**src/rtl/pipe_add_pkg.sv**
```systemverilog
// Shared constants and types for the credit-gated issue stage in front of a pipelined 4-bit adder.
package pipe_add_pkg;

  localparam int ADD_LAT    = 4;
  localparam int FIFO_DEPTH = 4;
  localparam int OP_W       = 4;
  localparam int RES_W      = 5;

  typedef logic [OP_W-1:0]  operand_t;
  typedef logic [RES_W-1:0] result_t;

endpackage

```
**src/rtl/pipe_add_fifo.sv**
```systemverilog
// Result FIFO. The issue stage guarantees a push never meets a full FIFO and a pop never meets an empty one.
module pipe_add_fifo
  import pipe_add_pkg::*;
#(
  parameter  int DEPTH = FIFO_DEPTH,
  localparam int CNT_W = $clog2(DEPTH + 1),
  localparam int PTR_W = (DEPTH > 1) ? $clog2(DEPTH) : 1
) (
  input  logic             clk,
  input  logic             rstn,
  input  logic             push,
  input  result_t          din,
  input  logic             pop,
  output result_t          dout,
  output logic [CNT_W-1:0] count
);

  result_t          r_mem [DEPTH];
  logic [PTR_W-1:0] r_wr_ptr;
  logic [PTR_W-1:0] r_rd_ptr;
  logic [CNT_W-1:0] r_count;

  function automatic logic [PTR_W-1:0] next_ptr(input logic [PTR_W-1:0] p);
    return (p == PTR_W'(DEPTH - 1)) ? '0 : p + 1'b1;
  endfunction

  // NOTE: storage is not reset; an entry only has meaning once count covers it.
  always_ff @(posedge clk) begin
    if (push) r_mem[r_wr_ptr] <= din;
  end

  always_ff @(posedge clk) begin
    if (!rstn) begin
      r_wr_ptr <= '0;
      r_rd_ptr <= '0;
      r_count  <= '0;
    end else begin
      if (push) r_wr_ptr <= next_ptr(r_wr_ptr);
      if (pop)  r_rd_ptr <= next_ptr(r_rd_ptr);
      unique case ({push, pop})
        2'b10:   r_count <= r_count + 1'b1;
        2'b01:   r_count <= r_count - 1'b1;
        default: r_count <= r_count;
      endcase
    end
  end

  // Empty head reads as zero so stale storage never shows on the output.
  assign dout  = (r_count != '0) ? r_mem[r_rd_ptr] : '0;
  assign count = r_count;

endmodule

```
**src/rtl/pipe_add_issue.sv**
```systemverilog
// Issues operands to an external fixed-latency adder and tracks them with a tag shift register;
// credits cover in-flight plus buffered results so the capture FIFO can never overflow.
module pipe_add_issue
  import pipe_add_pkg::*;
#(
  parameter int LAT   = ADD_LAT,
  parameter int DEPTH = FIFO_DEPTH
) (
  input  logic             clk,
  input  logic             rstn,
  input  logic             in_valid,
  output logic             in_ready,
  input  logic [OP_W-1:0]  in_a,
  input  logic [OP_W-1:0]  in_b,
  input  logic             in_ci,
  output logic [OP_W-1:0]  add_a,
  output logic [OP_W-1:0]  add_b,
  output logic             add_ci,
  input  logic [OP_W-1:0]  add_s,
  input  logic             add_co,
  output logic             out_valid,
  input  logic             out_ready,
  output logic [RES_W-1:0] out_sum,
  output logic             busy
);

  localparam int CNT_W = $clog2(DEPTH + 1);
  localparam int CRD_W = $clog2(LAT + DEPTH + 1);

  logic [LAT-1:0]   r_tag;
  logic             w_accept;
  logic             w_pop;
  logic [CNT_W-1:0] w_fifo_count;
  logic [CRD_W-1:0] w_inflight;
  logic [CRD_W-1:0] w_credit_used;

  // NOTE: combinational blocks use blocking '=' with a default first (no latch); clocked state uses '<='.
  always_comb begin
    w_inflight = '0;
    for (int i = 0; i < LAT; i++) begin
      w_inflight = w_inflight + CRD_W'(r_tag[i]);
    end
  end

  // Credit is taken from registered state only, so a pop frees its slot one cycle later.
  assign w_credit_used = w_inflight + CRD_W'(w_fifo_count);
  assign in_ready      = rstn && (w_credit_used < CRD_W'(DEPTH));
  assign w_accept      = in_valid && in_ready;

  assign add_a  = w_accept ? in_a  : '0;
  assign add_b  = w_accept ? in_b  : '0;
  assign add_ci = w_accept ? in_ci : 1'b0;

  always_ff @(posedge clk) begin
    if (!rstn) r_tag <= '0;
    else       r_tag <= (r_tag << 1) | LAT'(w_accept);
  end

  pipe_add_fifo #(.DEPTH(DEPTH)) u_fifo (
    .clk   (clk),
    .rstn  (rstn),
    .push  (r_tag[LAT-1]),
    .din   ({add_co, add_s}),
    .pop   (w_pop),
    .dout  (out_sum),
    .count (w_fifo_count)
  );

  assign out_valid = (w_fifo_count != '0);
  assign w_pop     = out_valid && out_ready;
  assign busy      = (r_tag != '0) || out_valid;

endmodule

```
**config.mk**
```make
export PLATFORM = sky130hd
export DESIGN_NAME = pipe_add_issue
export DESIGN_NICKNAME = d
export VERILOG_FILES = /design/src/rtl/pipe_add_pkg.sv /design/src/rtl/pipe_add_fifo.sv /design/src/rtl/pipe_add_issue.sv
export SDC_FILE = /design/constraint.sdc
export NUM_CORES = 1
export LEC_CHECK = 0
export BUFFER_PORTS_ARGS = -buffer_cell sky130_fd_sc_hd__buf_2
export CAP_MARGIN = 20
export CORE_MARGIN = 5
export CORE_UTILIZATION = 35
export DETAILED_ROUTE_END_ITERATION = 8
export SLEW_MARGIN = 10
export SYNTH_ARGS = -nofsm -noshare
export SYNTH_HDL_FRONTEND = slang
export SYNTH_HIERARCHICAL = 1
export SYNTH_SLANG_ARGS = --single-unit
```
**constraint.sdc**
```tcl
create_clock -name clk -period 2.3 [get_ports clk]
set_input_delay 0.23 -clock clk [delete_from_list [all_inputs] [get_ports clk]]
set_output_delay 0.23 -clock clk [all_outputs]
set_load 0.01 [all_outputs]
```
==> qor.txt <==
Row cnt - 24
GR Layer Usage met3 - 3.78%
Final Max Tran Viols - 0
Layout Nets - 189
Worst vdd ir - 0.000210 V
Achievable clock frequency - 437 MHz
Placed cell areas - 1780 sq um
Multi-input gate area - 667 sq um
Total number of vias - 1041
Diode count - 0
DR pass1 iterations - 2
Worst Hold Path EP - u_fifo/r_mem[1][4]$_DFFE_PP_
Root Driver - clkbuf_8
Count leader, synth - edfxtp_1
Asr flop ratio synth - 0%
Hold Vio Cnt, Final - 0
Number of enable flip-flop cells after synthesis - 20
GPL Wtd Cong - 0.776
Post-synth cell types - 29
CTS buffer count - 5
Core box area - 4320 sq um
Synth top cells by count - 20 x edfxtp_1, 18 x inv_1, 13 x dfxtp_1
Vias per cell - 4.89
Hold Path Depth - 1
Routing usage on met1 - 11.4%
Die area - 5850 sq um
Die H - 76.5 um
RR Startpoint - u_fifo/count[2]$_SDFFE_PN0P_
Yosys warnings - 6
Total chip power - 1.30 mW
PnR worst setup slack - 0.00940 ns
Setup crit end kind - output pin
Synthesis-to-finish area growth - 27.5%
Post-synthesis cell count - 119
CP startpoint - r_tag[0]$_SDFF_PN0_
Initial core utilization - 35.8%
Worst skew pair latency - 0.28 ns
Syn Nets - 148
CTS H-tree depth - 2
Arr. time, crit path - 2.06 ns
Startpoint Class - register
WL/cell - 14.3 um
First-pass GRT wire length - 4.90 mm
Drt total wl - 3.06 mm
Leak - 0.800 nW
Critical path fanouts, max - 10
Met2 Track Usage GR - 18.2%
Post-cts hold buffer count - 0
MaxCap Viol Count - 0
Final hold slack - 0.158 ns
Seq cells post-synth - 33
Clock slew seen by the registers of the worst setup and hold paths - 0.07 ns
Power Density - 657 nW/um^2
RSZ-0062 raised after global routing - yes
Setup CP Type - reg -> out
Setup violations, final - 0
Initial antenna violation count - 0
Min-delay src - add_co
Worst EP required - 2.07 ns
Status - finished, final reports clean
Largest net degree at the start of global routing - 12
Vias in the first global route - 1077
Share of layout cells above drive strength 1 - 40.4%
Synth top area share - 38.8%
Detailed placement HPWL - 2.27 mm
Worst relative slew slack - 76.9%
Setup TNS - 0 ns
Most used DFF post-synth - edfxtp_1
DR iter-0 viols - 35
Final setup skew - 0.00670 ns
Post-synth top area cell - edfxtp_1
Seq. cell area - 862 sq um
# clock sinks - 33
PortBufs - 34
Flop2flop setup slack - 0.15 ns
Total overflow reported by the global router - 0
Tmin final - 2.29 ns
Worst Tran Pin Value - 0.346 ns
Final period utilization - 99.6%
Top cells by area, synth - edfxtp_1 39%, dfxtp_1 17%, ha_1 7.3%, mux4_2 7.3%, a211oi_1 4.4%
Hold Path Class - in -> reg
Synthesized area - 1550 sq um
Grt peak-use layer - met2
Antenna-violating nets left - 0
R2r endpoint - u_fifo/count[2]$_SDFFE_PN0P_
Die width - 76.5 um
Final routed DRC violation total - 0
Sequential-to-total area share from yosys stat - 55.6%
R2R depth - 8
TritonCTS clock tree - yes
Avg Inst Size Synth - 13.0 sq um
Tot GR Track Use - 10.8%
Worst slack at placement - 0.202 ns
Fill cell count - 415
Max clock buf depth - 2
IO Pins - 35
Fin area - 1970 sq um
## critical path: stages, from the launching register on
cell and delay (ns):
dfxtp_2 0.33, fa_1 0.53, ha_1 0.22, a21o_1 0.19
buf_6 0.15, a211oi_2 0.21, buf_2 0.16
## placed cells by master, fill, tap and decap left out, drive strengths merged, types with 3 or more instances in the layout
cell	instances
a211oi	9
and2	8
buf	38
clkbuf	6
dfxtp	13
edfxtp	20
ha	9
inv	18
mux4	5
nor2	3
nor2b	8
## sequential cells by signal, indices dropped and copies added, names as in the netlist, named ones only
signal and cells:
u_fifo/r_mem 20, r_tag 4, u_fifo/count 3, u_fifo/r_rd_ptr 2
u_fifo/r_wr_ptr 2
## per-stage QoR
step | utilization [%] | std cells
floorplan | - | 119
global placement | 41.2 | 204
detailed placement | 41.2 | 204
CTS | 45.1 | 212
global route | 45.6 | 213
finish | 45.6 | 213
## worst max path at each step
stage	endpoint	cells past startpoint	slack [ns]
2_1_floorplan	in_ready	4	0.08
3_3_place_gp	in_ready	5	0.26
3_5_place_dp	add_b[3]	5	0.20
4_1_cts	add_b[2]	6	-0.02
5_1_grt	add_b[2]	6	-0.10
6_report	add_b[3]	6	0.009
## power by group
part	switching [mW]	leakage, nW	internal (mW)
clock network	0.201	0.0552	0.321
logic	0.0662	0.460	0.0643
registers	0.00959	0.286	0.635
## routing by layer
metal	part of all wire, %	vias to the layer above
met2	51	33
met1	40	500
met4	2.8	0
li1	-	502
met3	5.8	6
met5	0	-
## final cells by class
class | count | share of cell area (%)
Sequential cell | 33 | 43.7
Clock buffer | 6 | 3.68
Multi-Input combinational cell | 64 | 33.8
Clock inverter | 2 | 1.78
Tap cell | 52 | 3.30
Inverter | 18 | 3.42
Timing Repair Buffer | 38 | 10.3
## what timing repair did
item / 4_1_cts / 5_1_grt
pin swaps: 1 / 0
buffers inserted: 0 / 1
endpoints found under the setup margin: 10 / 10
gates resized for setup: 13 / 3
## cell families (layout without fill, tap and decap cells)
group / after synthesis / after routing / synth area share (%)
AOI/OAI and AO/OA: 17 / 17 / 7.84
xor gates and xnor gates: 2 / 2 / 1.13
adders and majority gates: 11 / 11 / 9.86
buffers and inverters: 22 / 64 / 5.82
DFF: 33 / 33 / 55.6
muxes: 7 / 7 / 8.57
and+or+nand+nor: 27 / 27 / 11.2
(Power assumes the default switching activity.)
